===== src/rtl/sdith_pkg.sv =====
// rtl/sdith_pkg.sv - shared state encoding and sizing helpers for the signing datapath
package sdith_pkg;

   typedef enum logic [2:0] {
      ST_IDLE,
      ST_START,
      ST_SQUEEZE,
      ST_EXTRACT,
      ST_FLUSH,
      ST_DONE
   } evc_state_t;

   // ceil(log2(x)) with a one-bit floor so tiny memories still get an address bit
   function automatic int clog2_c(input int x);
      return (x <= 2) ? 1 : $clog2(x);
   endfunction

   // security level name to LAMBDA; unknown names fall back to the L1 size
   function automatic int lambda_of(input logic [15:0] ps);
      case (ps)
         "L3":    return 192;
         "L5":    return 256;
         default: return 128;
      endcase
   endfunction

endpackage


===== src/rtl/byte_rejection_sampler.sv =====
// rtl/byte_rejection_sampler.sv - candidate acceptance logic and used-index bitmap
module byte_rejection_sampler #(
   parameter int N_PARTIES = 256,
   parameter bit DISTINCT  = 1'b0
) (
   input  logic       clk,
   input  logic       resetn,
   input  logic [7:0] c,
   input  logic       clear,
   input  logic       set,
   output logic       accept
);

   logic [N_PARTIES-1:0] used;
   logic                 in_range;
   logic                 seen;

   // out-of-range candidates never match a bitmap position, so they read as unseen
   always_comb begin
      in_range = int'(c) < N_PARTIES;
      seen     = 1'b0;
      for (int i = 0; i < N_PARTIES; i++)
         if (int'(c) == i) seen = used[i];
      accept = in_range && (!DISTINCT || !seen);
   end

   // clear wins over set so a new run never inherits marks from the previous one
   always_ff @(posedge clk) begin
      if (!resetn || clear) begin
         used <= '0;
      end else if (set && accept) begin
         for (int i = 0; i < N_PARTIES; i++)
            if (int'(c) == i) used[i] <= 1'b1;
      end
   end

endmodule


===== src/rtl/expand_view_challenge_rs.sv =====
// rtl/expand_view_challenge_rs.sv - squeezes the XOF stream into TAU hidden-party indices
module expand_view_challenge_rs
   import sdith_pkg::*;
#(
   parameter logic [15:0] PARAMETER_SET = "L1",
   parameter int          TAU           = 17,
   parameter int          D_HYPERCUBE   = 8,
   parameter int          N_PARTIES     = 2**D_HYPERCUBE,
   parameter int          DISTINCT      = 0,
   parameter int          MAX_SQ_WORDS  = 32,
   localparam int         LAMBDA        = lambda_of(PARAMETER_SET),
   localparam int         H2_WORDS      = 2 * LAMBDA / 32,
   localparam int         H2_AW         = clog2_c(H2_WORDS),
   localparam int         TAU_AW        = clog2_c(TAU)
) (
   input  logic              i_clk,
   input  logic              i_rst,
   input  logic              i_start,
   output logic              o_done,
   output logic              o_fail,
   input  logic              i_h2_wr_en,
   input  logic              i_h2_rd_en,
   input  logic [H2_AW-1:0]  i_h2_addr,
   input  logic [31:0]       i_h2,
   output logic [31:0]       o_h2,
   input  logic [TAU_AW-1:0] i_i_star_addr,
   input  logic              i_i_star_rd_en,
   output logic [7:0]        o_i_star,
   output logic [31:0]       o_hash_data_in,
   input  logic [H2_AW-1:0]  i_hash_addr,
   input  logic              i_hash_rd_en,
   input  logic [31:0]       i_hash_data_out,
   input  logic              i_hash_data_out_valid,
   output logic              o_hash_data_out_ready,
   output logic [31:0]       o_hash_input_length,
   output logic [31:0]       o_hash_output_length,
   output logic              o_hash_start,
   output logic              o_hash_force_done,
   input  logic              i_hash_force_done_ack
);

   localparam int         K_W    = clog2_c(TAU + 1);
   localparam int         W_W    = clog2_c(MAX_SQ_WORDS + 1);
   localparam logic [7:0] C_MASK = 8'((1 << D_HYPERCUBE) - 1);

   evc_state_t     state;
   logic [K_W-1:0] k;
   logic [W_W-1:0] w;
   logic [1:0]     byte_sel;
   logic [31:0]    word;
   logic           budget_out;
   logic [7:0]     cand;
   logic           accept;
   logic           clear_used;
   logic           set_used;
   logic           istar_we;
   logic           last_accept;

   logic [31:0]    h2_mem     [H2_WORDS];
   logic [7:0]     i_star_mem [TAU];

   assign o_hash_input_length  = 32'(2 * LAMBDA);
   assign o_hash_output_length = 32'(32 * MAX_SQ_WORDS);

   assign cand        = word[{byte_sel, 3'b000} +: 8] & C_MASK;
   assign clear_used  = (state == ST_IDLE) && i_start;
   assign set_used    = (state == ST_EXTRACT);
   assign istar_we    = set_used && accept;
   assign last_accept = (k == K_W'(TAU - 1));

   byte_rejection_sampler #(
      .N_PARTIES (N_PARTIES),
      .DISTINCT  (DISTINCT != 0)
   ) u_sampler (
      .clk    (i_clk),
      .resetn (i_rst),
      .c      (cand),
      .clear  (clear_used),
      .set    (set_used),
      .accept (accept)
   );

   // control FSM; strobes are registers set on the transition that needs them
   always_ff @(posedge i_clk) begin
      if (!i_rst) begin
         state                 <= ST_IDLE;
         k                     <= '0;
         w                     <= '0;
         byte_sel              <= '0;
         word                  <= '0;
         budget_out            <= 1'b0;
         o_done                <= 1'b0;
         o_fail                <= 1'b0;
         o_hash_start          <= 1'b0;
         o_hash_force_done     <= 1'b0;
         o_hash_data_out_ready <= 1'b0;
      end else begin
         o_done       <= 1'b0;
         o_hash_start <= 1'b0;
         case (state)
            ST_IDLE: begin
               if (i_start) begin
                  k            <= '0;
                  w            <= '0;
                  budget_out   <= 1'b0;
                  o_fail       <= 1'b0;
                  o_hash_start <= 1'b1;
                  state        <= ST_START;
               end
            end
            ST_START: begin
               o_hash_data_out_ready <= 1'b1;
               state                 <= ST_SQUEEZE;
            end
            ST_SQUEEZE: begin
               if (i_hash_data_out_valid && o_hash_data_out_ready) begin
                  word                  <= i_hash_data_out;
                  w                     <= w + 1'b1;
                  byte_sel              <= 2'd0;
                  o_hash_data_out_ready <= 1'b0;
                  state                 <= ST_EXTRACT;
               end
            end
            ST_EXTRACT: begin
               byte_sel <= byte_sel + 2'd1;
               if (accept) k <= k + 1'b1;
               // filling the last slot ends the run even mid-word and even on the final budgeted word
               if (accept && last_accept) begin
                  o_hash_force_done <= 1'b1;
                  state             <= ST_FLUSH;
               end else if (byte_sel == 2'd3) begin
                  if (w == W_W'(MAX_SQ_WORDS)) begin
                     budget_out        <= 1'b1;
                     o_hash_force_done <= 1'b1;
                     state             <= ST_FLUSH;
                  end else begin
                     o_hash_data_out_ready <= 1'b1;
                     state                 <= ST_SQUEEZE;
                  end
               end
            end
            ST_FLUSH: begin
               if (i_hash_force_done_ack) begin
                  o_hash_force_done <= 1'b0;
                  o_fail            <= budget_out;
                  o_done            <= 1'b1;
                  state             <= ST_DONE;
               end
            end
            ST_DONE: state <= ST_IDLE;
            default: state <= ST_IDLE;
         endcase
      end
   end

   // RAM writes; host h2 writes are only taken while the hash cannot be reading
   always_ff @(posedge i_clk) begin
      if (i_rst && i_h2_wr_en && (state == ST_IDLE) && (int'(i_h2_addr) < H2_WORDS))
         h2_mem[i_h2_addr] <= i_h2;
      if (i_rst && istar_we)
         i_star_mem[k[TAU_AW-1:0]] <= cand;
   end

   // registered read ports; a read colliding with a write returns the pre-write word
   always_ff @(posedge i_clk) begin
      if (!i_rst) begin
         o_h2           <= '0;
         o_hash_data_in <= '0;
         o_i_star       <= '0;
      end else begin
         if (i_h2_rd_en && (state == ST_IDLE))
            o_h2 <= (int'(i_h2_addr) < H2_WORDS) ? h2_mem[i_h2_addr] : '0;
         if (i_hash_rd_en)
            o_hash_data_in <= (int'(i_hash_addr) < H2_WORDS) ? h2_mem[i_hash_addr] : '0;
         if (i_i_star_rd_en)
            o_i_star <= (int'(i_i_star_addr) < TAU) ? i_star_mem[i_i_star_addr] : '0;
      end
   end

endmodule


===== config.mk =====
export PLATFORM = sky130hd
export DESIGN_NAME = expand_view_challenge_rs
export DESIGN_NICKNAME = d
export VERILOG_FILES = /design/src/rtl/sdith_pkg.sv /design/src/rtl/byte_rejection_sampler.sv /design/src/rtl/expand_view_challenge_rs.sv
export SDC_FILE = /design/constraint.sdc
export NUM_CORES = 1
export LEC_CHECK = 0
export ABC_AREA = 0
export CAP_MARGIN = 20
export CORE_AREA = 8 8 218 220
export DETAILED_ROUTE_END_ITERATION = 7
export DIE_AREA = 0 0 226 228
export PLACE_DENSITY = 0.75
export SYNTH_ARGS = -nofsm -noshare
export SYNTH_HDL_FRONTEND = slang
export SYNTH_SLANG_ARGS = --single-unit

===== constraint.sdc =====
create_clock -name i_clk -period 4.55 [get_ports i_clk]
set_input_delay 1.365 -clock i_clk [delete_from_list [all_inputs] [get_ports i_clk]]
set_output_delay 1.365 -clock i_clk [all_outputs]
set_load 0.005 [all_outputs]

Yosys cells after proc, flatten, opt, wreduce, memory -nomap -nowiden
Memories as Yosys holds them, arrays and structs flattened. A register that Yosys moved wholly into a read port is not among the register bits.
Cells that the tools add are included.

operators by class
  shift operators = 1
  multiplexer cells = 36
  eq/ne operators = 16
  order comparisons = 1
  $add $sub $neg = 3
  reduce and logical (&&, ||, !) cells = 25

operator list
  kind                                                              count
  32-bit by 6-bit indexed part select with 8-bit output             1
  3-bit two-way mux                                                 6
  1-bit two-way mux                                                 17
  3-bit one-hot mux with 5 select lines                             1
  6-bit two-way mux                                                 2
  6-bit one-hot mux with 2 select lines                             1
  2-bit != test (second input constant)                             5
  5-bit one-hot mux with 2 select lines                             1
  2-bit AND reduction                                               5
  5-bit AND reduction                                               2
  2-bit nonzero test                                                5
  8-bit two-way mux                                                 1
  4-bit AND reduction                                               2
  6-bit by 1-bit adder with 6-bit output (second input constant)    1
  3-bit by 2-bit == test with 1-bit output (second input constant)  2
  6-bit == test (second input constant)                             1
  3-bit by 1-bit != test with 1-bit output (second input constant)  2
  1-bit one-hot mux with 2 select lines                             3
  3-bit AND reduction                                               2
  5-bit by 1-bit adder with 5-bit output (second input constant)    1
  5-bit == test (second input constant)                             1
  1-bit logical AND                                                 5
  5-bit < comparator (second input constant)                        1
  5-bit two-way mux                                                 1
  other kinds (11)                                                  13

storage, ports and cells
  input bits = 84
  register bits after elaboration = 62
  memories kept = 2
  RAM bits = 392

memory list
  memory      words  bits a word  read ports  clocked after Yosys merged registers in  write ports  RTL line                        source
  h2_mem      8      32           2           2                                        1            expand_view_challenge_rs.sv:59  logic [31:0] h2_mem [H2_WORDS];
  i_star_mem  17     8            1           0                                        1            expand_view_challenge_rs.sv:60  logic [7:0] i_star_mem [TAU];

Logic depth before layout (Yosys ltp)
  depth in word-level cells = 5
  mapped depth = 6

Cells and area by module
Synthesis repeated with hierarchy kept, for this count alone.

unflattened totals
  cells, all modules = 1376
  area total of the unflattened synthesis = 22084.9 µm²

by module, submodules not included
  module                    cells each  area each (µm²)  times used
  expand_view_challenge_rs  1374        22073.7          1
  byte_rejection_sampler    2           11.3             1

Least setup slack after synthesis
No wires, ideal clock.

  kind = input-to-reg
  start point = input port i_h2_addr[0]
  end point = memory h2_mem[1][0], enable pin
  required time = 4.089 ns
  library setup time = 0.461 ns
  cell stages on the path = 4
  path buffers = 2
  setup slack = -0.114 ns
  arrival = 4.203 ns
  cell sequence = buf_2 buf_2 nand4_1 nor3_1

RTL lines
  what             RTL line                        source
  start, declared  expand_view_challenge_rs.sv:23  input logic [H2_AW-1:0] i_h2_addr,
  end, declared    expand_view_challenge_rs.sv:59

Straight into the memory's write port.

Worst setup path after layout
  start point = input port i_i_star_addr[2]
  end point = register o_i_star[3]

between the ends
  word-level cells in the longest chain between the ends = 2

ends and longest elaborated chain
  what                                                     RTL line                         source
  start, declared                                          expand_view_challenge_rs.sv:26   input logic [TAU_AW-1:0] i_i_star_addr,
  memory 17 x 8 bit or 5-bit < comparator (tied branches)  --
  8-bit two-way mux (*)                                    expand_view_challenge_rs.sv:176  o_i_star <= (int'(i_i_star_addr) < TAU) ? i_star_mem[i_i_star_addr] : '0;
  end signal, assigned                                     expand_view_challenge_rs.sv:176
  end, declared                                            expand_view_challenge_rs.sv:28   output logic [7:0] o_i_star,

Every way passes the cells marked *; elsewhere a longest branch is shown, timed or not.
A chain may end at the register's enable or synchronous reset.

==> results.cfg <==
[global_route]
globalRoute.totalOverflow = 0
grt_start_max_net_pins = 55
grt_pass1_vias = 13100
antenna_found_initial = 3
grt_pass1_wl_um = 78300
track_usage = 0.197

[place]
port_buffers = 160
hpwl_um = 33300
gp_congestion = 0.866
dp_cells = 2073
place_ws_ps = 881

[clocking]
cts_tree = done
cts_resized = 0
clk_pin_slew_ps = 60
clockRootBuffer = clkbuf_16
clock_sinks = 518
cts_buffer_depth = 3
worstSkewPairLatency_ps = 600
ctsHtreeMaxLevel = 2
cts_hold_buf = 0
cts_setup_buffers = 0
numCtsBuffers = 51

[synth]
syn-cell-area_mm2 = 0.0221
synth.distinct_cells = 64
synth_top_cell_by_area = edfxtp_1
ys.flop_type = edfxtp_1
yosys_register_bits = 518
syn_inst = 1384
ys_warn_count = 0
netlist.area_leader.share = 0.533
avgSynthCellArea_um2 = 16.0
ys_seq_area_frac = 0.647
postSynth.asyncResetShare = 0
yosysMostFrequentCell = edfxtp_1
synth_edf_count = 392
synthTopCellsByArea = edfxtp_1 (53%), mux4_2 (15%), dfxtp_1 (11%)
synthTopCellsByCount = edfxtp_1 (392), mux4_2 (152), dfxtp_1 (126)

[hold_path]
min_to = word[25]
worstHoldPathType = reg -> reg
min_from = word[25]
hold_depth = 2

[routing]
first_pass_iters = 5
drc_errors = 0
wl_um = 50900
num_vias = 12600
dr.first_iter.drc_count = 1194
wl_per_cell_um = 23.5
viasPerCell = 5.83
ant_nets = 0

[timing]
slew_headroom = 0.383
fin_skew_ps = 22.1
grt_setup_unrepaired = no
setup_violations = 0
fmax_ghz = 0.326
maxSlewViolCount = 0
tightest_slew_ps = 925
hold_violations = 0
fin_crit_ps = 3070
fin_ws_ps = 1480
fin_crit_sh = 0.675
tns_ps = 0

[cells_and_area]
layout-drive-gt1-share = 0.188
n_antenna_cell = 0
nFillCells = 3249
syn2layout_area_growth_pct = 16.5
fin_cells = 2168
fin_nets = 1626

[worst_setup_path]
rr_endpoint = h2_mem[4][0]
regToRegStartpoint = state[1]
cp-start-kind = input pin
path_max_fanout = 19
worstSetupPathType = in -> reg
cp.arrival_ps = 3560
r2r_slack_ps = 1830
crit_buf_inv = 1
cp_slowest_stage_delay_ps = 860
crit_chain = clkdlybuf4s50_1 > or3_4 > nor3_4 > a21oi_1 > a311oi_1
slowest_stage = clkdlybuf4s50_1
crit_family = simple AND/OR/NAND/NOR gates
reg2reg_depth = 4
cp-end-kind = flip-flop
required_ps = 5040

[floorplan]
start_util = 0.504
design.die.area_mm2 = 0.0515
core_mm2 = 0.0438
die_w_um = 226
die_h_um = 228
io_pins = 225
rows = 77

[power_and_ir_drop]
p_per_area_mw_per_mm2 = 399
power.leakage_nw = 8.47
irDropWorstVdd_mv = 0.353

[status]
outcome = complete, no violations

[flow_run]
cap_violations = 0
## registers in the layout (all words and copies together) (netlist names), 2 cells and up
name and flops:
state 3, o_i_star 8, i_star_mem 136, byte_sel 2, h2_mem 256, k 5, w 6, o_h2 32
word 32, o_hash_data_in 32
## metrics by stage
stage	instance area, µm²	total power [mW]	hold slack, ps	util
4_1_cts	25700	10.3	455	0.586
5_1_grt	25700	10.6	478	0.587
6_report	25700	10.3	455	0.587
2_1_floorplan	22300	5.84	433	-
3_3_place_gp	24000	6.17	439	0.548
3_5_place_dp	24000	6.18	446	0.548
## report_power, final
part	leakage, nW	total (mW)	switching [mW]	internal (mW)
logic	3.23	0.847	0.434	0.413
registers	4.43	5.24	0.0710	5.17
clock network	0.811	4.17	1.76	2.41
total	8.47	10.3	2.26	8.00
## how the worst max path moves through the flow
stage                           startpoint      endpoint  slack [ps]  cells past startpoint
final                     i_i_star_addr[2]   o_i_star[3]        1480                      5
after global routing      i_i_star_addr[2]   o_i_star[7]        1390                      5
after CTS                     i_h2_addr[1]       o_h2[6]        1470                      5
after detailed placement      i_h2_addr[1]       o_h2[6]         880                      5
after global placement        i_h2_addr[1]      o_h2[10]         960                      5
after floorplan               i_h2_addr[0]  h2_mem[7][0]         730                      4
## placed cells by master (no fill, tap or decap), drive strengths merged, types with 4 or more instances in the layout
cell           instances
buf                   44
clkdlybuf4s50        151
mux2                   8
edfxtp               392
and2                   5
nand4                  4
mux4                 152
a311oi                 8
a221oi                 6
a31oi                  4
nand3                 18
ha                     7
o22ai                  8
a21oi                114
mux2i                 88
nor3                   6
conb                  64
or3                    4
nand2b                 4
inv                   11
bufinv                 4
dfxtp                126
clkinv                17
o21ai                 67
nand2                 75
nor2                  73
a22oi                  9
clkbuf                67
## metal layers
| metal | global-route usage | up-vias | part of all wire |
|---|---|---|---|
| li1 | - | 5616 | - |
| met2 | 0.335 | 570 | 0.51 |
| met1 | 0.250 | 6344 | 0.38 |
| met4 | 0.0603 | 6 | 0.024 |
| met3 | 0.0432 | 98 | 0.086 |
| met5 | 0 | - | 0.00073 |
## worst reg2reg max path, delay by kind of cell, from the launching register on
| family | cells | cell delay (ps) |
|---|---|---|
| and+or+nand+nor | 3 | 1700 |
| DFF | 1 | 460 |
| buffers and inverters | 1 | 260 |
## area by class of cell
class                           instances  area (µm²)  share of cell area
Timing Repair Buffer                  195        1880              0.0732
Clock buffer                           67        1410              0.0548
Inverter                                8        30.0             0.00117
Sequential cell                       518       14300               0.556
Clock inverter                         27         255             0.00992
Multi-Input combinational cell        761        7110               0.277
Tap cell                              592         741              0.0288
## cells by family after synthesis
logic type                 Yosys count  share of synthesized area
DFF                                518                      0.647
muxes                              248                      0.199
AOI/OAI and AO/OA                  229                     0.0584
and+or+nand+nor                    209                     0.0452
buffers and inverters              167                     0.0444
adders and majority gates            7                    0.00397
xor gates and xnor gates             4                    0.00159
other                                2                   0.000340
(Power assumes the default switching activity.)
